### src/rtl/ball_pkg.sv
// rtl/ball_pkg.sv - shared movement codes and step FSM encoding
package ball_pkg;

    localparam logic [3:0] MOVE_NONE  = 4'b0000;
    localparam logic [3:0] MOVE_UP    = 4'b0001;
    localparam logic [3:0] MOVE_DOWN  = 4'b0010;
    localparam logic [3:0] MOVE_LEFT  = 4'b0100;
    localparam logic [3:0] MOVE_RIGHT = 4'b1000;

    typedef enum logic [1:0] {
        ST_IDLE  = 2'd0,
        ST_PULSE = 2'd1,
        ST_GAP   = 2'd2
    } move_state_e;

    typedef enum logic {
        AXIS_X = 1'b0,
        AXIS_Y = 1'b1
    } axis_e;

    // One-hot direction for the winning axis; a negative sample points up/left.
    function automatic logic [3:0] move_dir(input axis_e axis, input logic negative);
        if (axis == AXIS_X) begin
            return negative ? MOVE_LEFT : MOVE_RIGHT;
        end
        return negative ? MOVE_UP : MOVE_DOWN;
    endfunction

endpackage

### src/rtl/update_divider.sv
// rtl/update_divider.sv - update square wave generator with fall-tick strobe
module update_divider #(
    parameter int unsigned HALF = 5
) (
    input  logic clk,
    input  logic reset,
    output logic update,
    output logic fall_tick
);

    localparam int CNT_W = (HALF > 1) ? $clog2(HALF) : 1;

    logic [CNT_W-1:0] cnt_q, cnt_d;
    logic             update_q, update_d;
    logic             wrap;

    assign wrap = (cnt_q == CNT_W'(HALF - 1));

    // Count HALF clocks per half-period, toggling update on each wrap.
    always_comb begin
        cnt_d    = wrap ? '0 : cnt_q + 1'b1;
        update_d = wrap ? ~update_q : update_q;
    end

    // Divider state register.
    always_ff @(posedge clk or negedge reset) begin
        if (!reset) begin
            cnt_q    <= '0;
            update_q <= 1'b0;
        end else begin
            cnt_q    <= cnt_d;
            update_q <= update_d;
        end
    end

    assign update    = update_q;
    // High on the edge where update goes 1 -> 0.
    assign fall_tick = wrap & update_q;

endmodule

### src/rtl/tilt_move_gen.sv
// rtl/tilt_move_gen.sv - tilt samples to one-hot movement steps on a slow update clock
module tilt_move_gen
    import ball_pkg::*;
#(
    parameter int unsigned CLK_FREQUENCY_HZ       = 100000000,
    parameter int unsigned UPDATE_FREQUENCY_HZ    = 2000,
    parameter int unsigned SIMULATE               = 0,
    parameter int unsigned SIMULATE_FREQUENCY_CNT = 5,
    parameter int unsigned ACCEL_WIDTH            = 12,
    parameter int unsigned DEADZONE               = 64,
    parameter int unsigned ACC_WIDTH              = 16,
    parameter int unsigned STEP_THRESHOLD         = 4096,
    parameter int unsigned MIN_GAP                = 64,
    parameter int unsigned STALE_CYCLES           = 10000000
) (
    input  logic                          clk,
    input  logic                          reset,
    input  logic signed [ACCEL_WIDTH-1:0] accel_x,
    input  logic signed [ACCEL_WIDTH-1:0] accel_y,
    input  logic                          accel_valid,
    output logic                          update,
    output logic [3:0]                    movement,
    output logic                          busy
);

    localparam int unsigned HALF = (SIMULATE != 0) ? SIMULATE_FREQUENCY_CNT
                                                   : CLK_FREQUENCY_HZ / (2 * UPDATE_FREQUENCY_HZ);
    localparam int STALE_W = $clog2(STALE_CYCLES + 1);
    localparam int GAP_W   = (MIN_GAP > 0) ? $clog2(MIN_GAP + 1) : 1;

    localparam logic [ACCEL_WIDTH-1:0] DZ    = ACCEL_WIDTH'(DEADZONE);
    localparam logic [ACC_WIDTH-1:0]   THR   = ACC_WIDTH'(STEP_THRESHOLD);
    localparam logic [STALE_W-1:0]     STALE = STALE_W'(STALE_CYCLES);

    // Two's-complement magnitude kept unsigned so the most negative value maps to 2^(W-1).
    function automatic logic [ACCEL_WIDTH-1:0] abs_val(input logic [ACCEL_WIDTH-1:0] v);
        return v[ACCEL_WIDTH-1] ? (~v + 1'b1) : v;
    endfunction

    logic                          fall_tick;
    logic signed [ACCEL_WIDTH-1:0] x_q, y_q;
    logic [STALE_W-1:0]            stale_q, stale_d;
    logic                          stale;

    move_state_e                   state_q, state_d;
    axis_e                         last_axis_q, last_axis_d;
    axis_e                         dom_axis;
    logic [ACC_WIDTH-1:0]          acc_q, acc_d, acc_base, acc_add;
    logic [ACC_WIDTH:0]            acc_sum;
    logic [GAP_W-1:0]              gap_q, gap_d;
    logic [3:0]                    movement_q, movement_d;

    logic [ACCEL_WIDTH-1:0]        mag_x, mag_y, exc_x, exc_y, exc_sel;
    logic [3:0]                    dir;

    update_divider #(
        .HALF(HALF)
    ) u_div (
        .clk      (clk),
        .reset    (reset),
        .update   (update),
        .fall_tick(fall_tick)
    );

    assign stale = (stale_q >= STALE);

    // Stale counter restarts on every sample and saturates once stale.
    always_comb begin
        stale_d = stale_q;
        if (accel_valid) begin
            stale_d = '0;
        end else if (!stale) begin
            stale_d = stale_q + 1'b1;
        end
    end

    // Sample capture and stale tracking; starts stale until the first sample.
    always_ff @(posedge clk or negedge reset) begin
        if (!reset) begin
            x_q     <= '0;
            y_q     <= '0;
            stale_q <= STALE;
        end else begin
            if (accel_valid) begin
                x_q <= accel_x;
                y_q <= accel_y;
            end
            stale_q <= stale_d;
        end
    end

    // Per-axis excess over the dead zone, winning axis, and saturating accumulate.
    always_comb begin
        mag_x    = stale ? '0 : abs_val(x_q);
        mag_y    = stale ? '0 : abs_val(y_q);
        exc_x    = (mag_x > DZ) ? mag_x - DZ : '0;
        exc_y    = (mag_y > DZ) ? mag_y - DZ : '0;
        dom_axis = (mag_x >= mag_y) ? AXIS_X : AXIS_Y;
        exc_sel  = (dom_axis == AXIS_X) ? exc_x : exc_y;
        dir      = move_dir(dom_axis, (dom_axis == AXIS_X) ? x_q[ACCEL_WIDTH-1] : y_q[ACCEL_WIDTH-1]);
        acc_base = stale ? '0 : acc_q;
        acc_sum  = {1'b0, acc_base} + {{(ACC_WIDTH + 1 - ACCEL_WIDTH){1'b0}}, exc_sel};
        acc_add  = acc_sum[ACC_WIDTH] ? '1 : acc_sum[ACC_WIDTH-1:0];
    end

    // Step FSM: advances only on fall ticks so movement is steady at update rising edges.
    always_comb begin
        state_d     = state_q;
        acc_d       = acc_q;
        gap_d       = gap_q;
        last_axis_d = last_axis_q;
        movement_d  = movement_q;
        if (fall_tick) begin
            case (state_q)
                ST_IDLE: begin
                    if (dom_axis != last_axis_q) begin
                        acc_d       = '0;
                        last_axis_d = dom_axis;
                    end else if (acc_add >= THR) begin
                        acc_d      = acc_add - THR;
                        movement_d = dir;
                        state_d    = ST_PULSE;
                    end else begin
                        acc_d = acc_add;
                    end
                end
                ST_PULSE: begin
                    movement_d = MOVE_NONE;
                    gap_d      = GAP_W'(MIN_GAP);
                    state_d    = ST_GAP;
                end
                ST_GAP: begin
                    gap_d = (gap_q != '0) ? gap_q - 1'b1 : '0;
                    if (gap_q <= GAP_W'(1)) begin
                        state_d = ST_IDLE;
                    end
                end
                default: begin
                    state_d    = ST_IDLE;
                    movement_d = MOVE_NONE;
                end
            endcase
        end
        if (stale) begin
            acc_d = '0;
        end
    end

    // FSM, accumulator, gap counter and movement registers.
    always_ff @(posedge clk or negedge reset) begin
        if (!reset) begin
            state_q     <= ST_IDLE;
            acc_q       <= '0;
            gap_q       <= '0;
            last_axis_q <= AXIS_X;
            movement_q  <= MOVE_NONE;
        end else begin
            state_q     <= state_d;
            acc_q       <= acc_d;
            gap_q       <= gap_d;
            last_axis_q <= last_axis_d;
            movement_q  <= movement_d;
        end
    end

    assign movement = movement_q;
    assign busy     = (state_q != ST_IDLE);

endmodule

### config.mk
export PLATFORM = sky130hd
export DESIGN_NAME = tilt_move_gen
export DESIGN_NICKNAME = d
export VERILOG_FILES = /design/src/rtl/ball_pkg.sv /design/src/rtl/update_divider.sv /design/src/rtl/tilt_move_gen.sv
export SDC_FILE = /design/constraint.sdc
export NUM_CORES = 1
export LEC_CHECK = 0
export CAP_MARGIN = 20
export CORE_MARGIN = 2
export CORE_UTILIZATION = 60
export DETAILED_ROUTE_END_ITERATION = 8
export PLACE_DENSITY = 0.8
export SLEW_MARGIN = 20
export SYNTH_ARGS = -nofsm -noshare
export SYNTH_HDL_FRONTEND = slang
export SYNTH_HIERARCHICAL = 1
export SYNTH_SLANG_ARGS = --single-unit
export TNS_END_PERCENT = 20
### constraint.sdc
create_clock -name clk -period 8.95 [get_ports clk]
set_input_delay 2.685 -clock clk [delete_from_list [all_inputs] [get_ports clk]]
set_output_delay 2.685 -clock clk [all_outputs]
set_load 0.05 [all_outputs]
# Yosys cells after proc, flatten, opt, wreduce, memory -nomap -nowiden
# Index checks and enable logic that the tools add are counted.
# word_totals
reg_bits	94
inputBits	27
output_inout_bits	6
word_cells	82
# op_classes
n_addsub	9
magnitude_cmp	6
n_eq_ne	8
n_mux	33
n_bitwise	5
n_reduce_logical	11
# op_table
operator	n
$mux 16	7
$mux 12	7
$mux 24	2
$add 12x1->12 const B	2
$add 24x1->24 const B	1
$ge 24x24->1 const B	1
$gt 12x7->1 const B	2
$not 12->12	2
$sub 12x7->12 const B	2
$mux 4	5
$add 16x12->17	1
$ge 16x13->1 const B	1
$sub 16x13->16 const B	1
$add 15x1->15 const B	1
$eq 15x15->1 const B	1
$mux 15	1
$pmux 7 s2	1
$ge 12x12->1	1
$mux 2	4
$ne 2x2->1 const B	4
$pmux 4 s2	1
$reduce_and 4->1	2
$reduce_bool 2->1	4
$le 7x1->1 const B	1
other kinds (13)	17

# Depth between registers and ports, before layout
# Gate-level depths: netlist of run 1.
# logic_depth
depth_word	15
depth_mapped	32

# Modules after synthesis
# Netlist of run 1, hierarchy kept.
# by_module_without_submodules
module	instances	cells_each	area_each_um2	seq_area_each_um2
tilt_move_gen	1	657	5764.3	1961.9
update_divider	1	67	775.7	400.4

# Least setup slack after synthesis of run 1
# No wires, ideal clock.
# synth_path
path_type	flip-flop to flip-flop
startpoint	register stale_q[12]
endpoint	register acc_q[14]
setup_time_ns	0.074
arrival_time_ns	6.596
setup_slack_ns	2.280
stages_incl_launch_ff	33
n_path_buf	4
period_less_slack_ns	6.670
cell_sequence	dfstp_2 o2111ai_1 and4_1 o21ai_2 buf_2 buf_2 buf_1 nor2_1 inv_1 ha_1 a21o_1 a21oi_1 o211ai_1 a21oi_1 or2_2 a41o_1 buf_4 o32ai_1 ha_1 fa_1 a21oi_2 o21ai_1 a211o_1 a41oi_1 o21a_1 ha_1 nor4b_1 o21ai_0 nor4_2 and4b_1 nor4_2 or4_4 o21ai_2
# synth_between
elab_chain_len	13
elab_cells_between_ends	26
cone_classes	4 x add/sub; 5 x order compare; 1 x eq/ne; 13 x mux; 3 x reduce/logical
# synth_rtl
item	line	source
start: declaration	tilt_move_gen.sv:42	logic [STALE_W-1:0] stale_q, stale_d;
start signal: assignment	tilt_move_gen.sv:88	stale_q <= stale_d;
$ge 24x24->1 *	tilt_move_gen.sv:65	assign stale = (stale_q >= STALE);
$mux 12 (on tied branches)	tilt_move_gen.sv:95, tilt_move_gen.sv:94	
$sub 12x7->12 (tied with other cells)	tilt_move_gen.sv:97	exc_y = (mag_y > DZ) ? mag_y - DZ : '0;
$mux 12 (on tied branches)	tilt_move_gen.sv:97, tilt_move_gen.sv:96	
$mux 12	tilt_move_gen.sv:99	exc_sel = (dom_axis == AXIS_X) ? exc_x : exc_y;
$add 16x12->17	tilt_move_gen.sv:102	acc_sum = {1'b0, acc_base} + {{(ACC_WIDTH + 1 - ACCEL_WIDTH){1'b0}}, exc_sel};
$mux 16	tilt_move_gen.sv:103	acc_add = acc_sum[ACC_WIDTH] ? '1 : acc_sum[ACC_WIDTH-1:0];
$sub 16x13->16 / $ge 16x13->1 (equally long branches)	tilt_move_gen.sv:120, tilt_move_gen.sv:119	
$mux 16	tilt_move_gen.sv:119	end else if (acc_add >= THR) begin
$mux 16	tilt_move_gen.sv:116	if (dom_axis != last_axis_q) begin
$mux 16	tilt_move_gen.sv:114	case (state_q)
$mux 16	tilt_move_gen.sv:113	if (fall_tick) begin
$mux 16	tilt_move_gen.sv:144	if (stale) begin
end signal: assignment	tilt_move_gen.sv:153	acc_q <= '0;
end signal: assignment	tilt_move_gen.sv:159	acc_q <= acc_d;
end: declaration	tilt_move_gen.sv:48	logic [ACC_WIDTH-1:0] acc_q, acc_d, acc_base, acc_add;
# Every way passes the cells marked *; elsewhere a longest branch is shown, timed or not. The select of a mux whose other input is x is not followed.
# A chain may end at the register's enable or synchronous reset.

# Final worst setup path of run 1
# layout_path
startpoint	register stale_q[18]
endpoint	register movement_q[1] (netlist: movement[1])
# layout_between
elab_chain_len	10
elab_cells_between_ends	27
cone_classes	3 x add/sub; 5 x order compare; 3 x eq/ne; 15 x mux; 1 x reduce/logical
# layout_rtl
item	line	source
$ge 24x24->1 *	tilt_move_gen.sv:65	
$mux 12 (on tied branches)	tilt_move_gen.sv:95, tilt_move_gen.sv:94	
$sub 12x7->12 (tied with other cells)	tilt_move_gen.sv:97	
$mux 12 (on tied branches)	tilt_move_gen.sv:97, tilt_move_gen.sv:96	
$mux 12	tilt_move_gen.sv:99	
$add 16x12->17	tilt_move_gen.sv:102	
$mux 16	tilt_move_gen.sv:103	
$ge 16x13->1	tilt_move_gen.sv:119	
$ne 2x2->1 (no line)	n/a	
$reduce_and 4->1 (no line)	n/a	
end signal: assignment	tilt_move_gen.sv:162	movement_q <= movement_d;
end: declaration	tilt_move_gen.sv:51	logic [3:0] movement_q, movement_d;
# Marks and branches as above.

==> impl_metrics.ini, run 1 <==
[layout]
antennaDiodeCount = 0
drive_gt1_share_pct = 11.2
design_area_mm2 = 0.00718
area_growth_pct = 9.72
nNetsFinal = 813

[setup_path]
rrSetupSlack_ps = 1190
crit_path_end_kind = flip-flop
crit_arrival_ps = 7980
start_kind = flip-flop
crit_fanout = 33
criticalPathCategory = flip-flop to flip-flop
cp_data_required_time_ps = 9170

[drt]
via_count = 5428
drtIter0Drc = 407
wl_per_cell_um = 17.1
drcViolationCount = 0
totalWireLength_um = 15300
first_pass_iters = 5
drtAntennaViolNets = 0
vias_per_cell = 6.09

[power]
p_int_mw = 0.778
p_seq_share_pct = 37.0
leakage_nw = 3.00
ir_drop_v = 0.000135
comb_power_share_pct = 36.4
clkPwrFrac_pct = 26.6
p_per_area_mw_per_mm2 = 171
power.total_mw = 1.23
p_sw_mw = 0.448
swShare_pct = 36.5

[grt]
antenna_found_initial = 0
grt.overflow.total = 0
grt_pass1_vias = 5319
grt_first_pass_wirelength_um = 26100
grt_max_degree = 71
grt_usage_pct = 27.9

[job]
max_cap_violations = 0

[sta]
worst_slew_pin_slew_ps = 1090
worst_slack_ps = 1190
max_freq_mhz = 129
hold_viol_final = 0
fin_crit_ps = 7760
fin_worst_skew_ps = 12.7
slew_headroom_pct = 27.3
setup_violations = 0
hold_ws_ps = 487
finalCritPeriodShare_pct = 86.7
drv_slew = 0
rsz0062_at_grt = no
tns_ps = 0

[yosys]
synth_nets = 791
synth_ff_type = dfrtp_1
synth_mux_area_share_pct = 4.13
synth_top_family_by_area = simple AND/OR/NAND/NOR gates
synth_xor_area_share_pct = 7.90
synth.avg_cell_area_um2 = 9.03
synthAdderAreaFrac_pct = 7.77
synth-seq-cells = 94
synth-simple-area-share_pct = 21.4
synth_compound_area_share_pct = 18.4
yosys_warnings = 6
syn_area_mm2 = 0.00654
ys_types = 84
synth_edf_count = 0
yosysSeqAreaShare_pct = 36.1
synth_cells = 724
async_flop_share_pct = 100

[clock_tree]
cts-root-buf = clkbuf_8
hold_buffers = 0
post_cts_resized = 0
clkSlewWorstSetupHoldPaths_ps = 100
post_cts.repair.setup_buffers = 0
cts_buffers = 9
clk_latency_ps = 370
cts_sinks = 94
cts_tree = built
cts_buffer_depth = 2
cts_max_level = 3

[floorplan]
initial_core_util_pct = 60.9
die_h_um = 108
die_area_mm2 = 0.0118
fp.coreArea_mm2 = 0.0107
die_w_um = 108
row_count = 38
io-pin-count = 33

[worst_hold_path]
hp-class = flip-flop to flip-flop

[place]
io_buffers = 32
place_ws_ps = 1410
globalplace.congestion = 0.991
hpwl_um = 11400
placed_area_mm2 = 0.00695

[run_status]
outcome = finished clean
==> worst max-delay path, stage by stage, from the launching register on <==
cell	delay, ps
dfrtp_1	410
nor3_1	240
and4_1	310
o21a_1	880
nand2_1	310
ha_1	420
nand2_1	60
o211ai_1	170
a21oi_1	80
or2_2	340
a41o_1	370
o32ai_1	360
ha_1	360
a211oi_1	380
o21ai_1	150
a211o_1	350
a41oi_1	310
o21a_1	180
ha_1	140
nor4b_1	260
o21ai_0	190
nor4_2	280
and4b_1	290
nor3_1	60
a221oi_1	500
o32ai_1	190
==> path summary, 6_finish.rpt <==
kind | start | endpoint | depth (start not counted)
worst max-delay path | stale_q[18] | movement[1] | 25
worst min-delay path | u_div/update | u_div/update | 1
worst max register to register | stale_q[18] | movement[1] | 25
worst min register to register | u_div/update | u_div/update | 1
max in group asynchronous | reset | u_div/cnt_q[8] | 2
min in group asynchronous | reset | stale_q[4] | 1
==> layout by cell type (no fill, tap or decap), types with 6 or more instances in the layout <==
master / instances
o31ai_1: 8
nor3_1: 13
o21ai_1: 12
or3_1: 13
buf_4: 6
nand3_1: 23
inv_1: 43
and2_1: 16
clkbuf_8: 9
nand2b_1: 11
nand2_1: 70
o21ai_0: 39
dfrtp_1: 86
clkdlybuf4s50_1: 30
o32ai_1: 9
xnor2_1: 30
nor2_1: 68
a21oi_1: 25
mux2_2: 20
o22ai_1: 8
dfstp_2: 8
a21o_1: 6
xor2_1: 29
ha_1: 39
or4_1: 6
nand4_1: 10
==> metal layers <==
metal,vias up,track usage [%],part of all wire (%)
met5,-,0,0
met4,0,7.23,1.4
met3,20,5.00,4.6
met2,137,46.2,49
met1,2629,37.9,45
li1,2642,-,-
==> stage by stage <==
stage                     util (%)  cells
after global routing          66.8    891
after detailed placement      64.7    875
after CTS                     66.8    891
final                         66.8    891
after floorplan                  -    724
after global placement        64.7    875
==> logic make-up (layout without fill, tap and decap cells) <==
kind of cell	Yosys count	count (layout)
fa+ha+maj	40	40
flops	94	94
mux	24	24
buf+inv	69	96
xor+xnor	59	59
compound gates	170	170
simple gates	268	268
==> synth_stat cells, types with 6 or more instances <==
| master | instances | area [µm²] |
|---|---|---|
| nor3_1 | 13 | 65.1 |
| mux2_2 | 20 | 225 |
| dfstp_2 | 8 | 210 |
| o21ai_1 | 12 | 60.1 |
| buf_2 | 7 | 35.0 |
| inv_1 | 43 | 161 |
| and2_1 | 16 | 100 |
| o21ai_0 | 39 | 195 |
| or3_1 | 13 | 81.3 |
| o22ai_1 | 8 | 50.1 |
| nand4_1 | 10 | 62.6 |
| xnor2_1 | 30 | 263 |
| nand2b_1 | 11 | 68.8 |
| ha_1 | 39 | 488 |
| nor2_1 | 68 | 255 |
| nand3_1 | 23 | 115 |
| dfrtp_1 | 86 | 2150 |
| o31ai_1 | 8 | 60.1 |
| xor2_1 | 29 | 254 |
| a21oi_1 | 25 | 125 |
| or4_1 | 6 | 45.0 |
| clkbuf_1 | 14 | 52.6 |
| nand2_1 | 70 | 263 |
| o32ai_1 | 9 | 78.8 |
| a21o_1 | 6 | 45.0 |
==> registers in the layout, summed over array words and instances (netlist names) <==
name / flops
acc_q: 16
gap_q: 7
last_axis_q: 1
movement: 4
stale_q: 24
state_q: 2
u_div/cnt_q: 15
u_div/update: 1
x_q: 12
y_q: 12
==> power by group through the flow <==
stage | combinational, mW | clock (mW) | sequential [mW]
after floorplan | 0.334 | 0 | 0.455
after global placement | 0.426 | 0 | 0.460
after detailed placement | 0.434 | 0 | 0.461
after CTS | 0.437 | 0.334 | 0.453
after global routing | 0.490 | 0.352 | 0.455
final | 0.446 | 0.326 | 0.453
==> cell type report <==
| cell class | instances | area (µm²) |
|---|---|---|
| clock inverter | 7 | 104 |
| clock buffer | 9 | 124 |
| sequential | 94 | 2360 |
| tap | 140 | 175 |
| fill | 924 | 3570 |
| multi-input combinational | 561 | 3900 |
| inverter | 43 | 161 |
| timing repair buffer | 37 | 350 |
Note: power is estimated with default switching activity, not from simulation.
==> inputs of run 2 (changes only) <==
--- a/config.mk
+++ b/config.mk
@@ -11,4 +11,6 @@
 export DETAILED_ROUTE_END_ITERATION = 8
 export PLACE_DENSITY = 0.8
+export RECOVER_POWER = 100
+export SKIP_LAST_GASP = 1
 export SLEW_MARGIN = 20
 export SYNTH_ARGS = -nofsm -noshare
==> constraint.sdc (replaced) <==
create_clock -name clk -period 8.95 [get_ports clk]
set_input_delay 2.685 -clock clk [delete_from_list [all_inputs] [get_ports clk]]
set_output_delay 2.685 -clock clk [all_outputs]
set_load 0.1 [all_outputs]
==> run 2 against run 1 <==
  * The run now ends with capacitance limit, slew limit left
  * Final cell count did not move
  * Sequential share of layout area increased by 0.20 points
  * Non-clock buffer count stayed put
  * Critical path type unchanged
==> impl_metrics.ini, run 2 (same netlist as run 1, synthesis figures left out) <==
[grt]
grt.overflow.total = 0
grt_usage_pct = 27.9
grt_max_degree = 71
antenna_found_initial = 0
grt_first_pass_wirelength_um = 26100
grt_pass1_vias = 5319

[floorplan]
row_count = 38
io-pin-count = 33
fp.coreArea_mm2 = 0.0107
die_w_um = 108
initial_core_util_pct = 60.9
die_h_um = 108
die_area_mm2 = 0.0118

[drt]
via_count = 5445
drtAntennaViolNets = 0
first_pass_iters = 5
wl_per_cell_um = 17.1
totalWireLength_um = 15300
vias_per_cell = 6.11
drcViolationCount = 0
drtIter0Drc = 460

[sta]
hold_ws_ps = 485
worst_slack_ps = 990
rsz0062_at_grt = no
worst_slew_pin_slew_ps = 3720
fin_worst_skew_ps = 12.1
slew_headroom_pct = -148
fin_crit_ps = 7960
tns_ps = 0
hold_viol_final = 0
max_freq_mhz = 126
setup_violations = 0
drv_slew = 127
finalCritPeriodShare_pct = 88.9

[job]
max_cap_violations = 2

[place]
placed_area_mm2 = 0.00695
dp_cells = 875
io_buffers = 32
place_ws_ps = 1410
hpwl_um = 11400
globalplace.congestion = 0.991

[layout]
area_growth_pct = 9.07
design_area_mm2 = 0.00713
drive_gt1_share_pct = 9.59
final_cells = 891
largest_reg_flops = 24
antennaDiodeCount = 0
finish.utilization_pct = 66.4
final_common_cell = dfrtp_1
final_cell_mix = dfrtp_1, nand2_1, nor2_1
nNetsFinal = 813
reg_top3 = stale_q (24), acc_q (16), u_div/cnt_q (15)
top_register = stale_q

[power]
p_int_mw = 0.778
swShare_pct = 36.5
p_per_area_mw_per_mm2 = 172
p_sw_mw = 0.447
p_seq_share_pct = 37.0
leakage_nw = 3.00
ir_drop_v = 0.000135
clkPwrFrac_pct = 26.6
comb_power_share_pct = 36.4
power.total_mw = 1.22

[setup_path]
start_kind = flip-flop
cp_data_required_time_ps = 9230
criticalPathCategory = flip-flop to flip-flop
cp.depth = 26
slowest_stage = o21a_1
slowest_delay_ps = 870
crit_fanout = 33
r2r_cells = 26
cp_num_buf_inv = 0
crit_arrival_ps = 8240
crit_path_end_kind = flip-flop
crit_family = compound AO/OA/AOI/OAI gates

[clock_tree]
cts_buffers = 9
clkSlewWorstSetupHoldPaths_ps = 100
hold_buffers = 0
post_cts.repair.setup_buffers = 0
cts_buffer_depth = 2
cts_tree = built
clk_latency_ps = 370
cts_sinks = 94
cts_max_level = 3
cts-root-buf = clkbuf_8
post_cts_resized = 0

[worst_hold_path]
holdPathStages = 1
hp-class = flip-flop to flip-flop

[run_status]
violations = capacitance limit, slew limit
outcome = complete, but fails checks
-- run 2: cell types whose count changed in the layout (fill, tap and decap cells not counted), moves of 3 or more --
cell             before  now
o21ai_0              39   48
dlygate4sd3_1         0    6
o21ai_1              12    6
buf_4                 6    3
o21ai_2               5    2
clkdlybuf4s50_1      30   24
clkbuf_1              0    4
-- run 2: power groups by stage --
stage | Sequential [mW] | Clock (mW) | Combinational [mW]
CTS | 0.453 | 0.334 | 0.437
floorplan | 0.455 | 0 | 0.334
detailed placement | 0.461 | 0 | 0.434
global placement | 0.460 | 0 | 0.426
finish | 0.453 | 0.326 | 0.445
global route | 0.455 | 0.352 | 0.489
-- run 2: routing by layer --
layer | wire [µm] | track usage [%] | up-vias | share of wire, %
met5 | 0 | 0 | - | 0
met4 | 206 | 7.23 | 0 | 1.3
met3 | 694 | 5.00 | 22 | 4.5
met2 | 7480 | 46.2 | 144 | 49
met1 | 6890 | 37.9 | 2633 | 45
li1 | - | - | 2646 | -
-- run 2: worst reg2reg max path: stages (launching register included) --
cell,delay (ps)
dfrtp_1,410
nor3_1,240
and4_1,300
o21a_1,870
nand2_1,320
ha_1,410
a21oi_1,170
o211ai_1,110
a21oi_1,190
or2_2,180
a41o_1,390
o32ai_1,150
ha_1,280
fa_1,440
a21oi_1,360
o21ai_0,170
a211o_1,360
a41oi_1,320
o21a_1,180
ha_1,140
nor4b_1,250
o21ai_0,190
nor4_2,270
and4b_1,280
nor4_1,120
or4_1,590
o21ai_0,200
-- run 2: path summary, 6_finish.rpt --
check | to | slack, ps | start
hold reg to reg | u_div/update | 480 | u_div/update
max in group asynchronous | u_div/cnt_q[8] | 2200 | reset
setup reg to reg | acc_q[15] | 990 | stale_q[18]
setup / recovery | acc_q[15] | 990 | stale_q[18]
hold / removal | u_div/update | 480 | u_div/update
min in group asynchronous | stale_q[4] | 2580 | reset
-- run 2: cell type report --
type                    instances  area (µm²)
clock inverters                 7         104
repair buffers                 37         338
well taps                     140         175
fillers                       940        3610
inverters                      43         161
flip-flops and latches         94        2360
clock buffers                   9         124
multi-input cells             561        3870
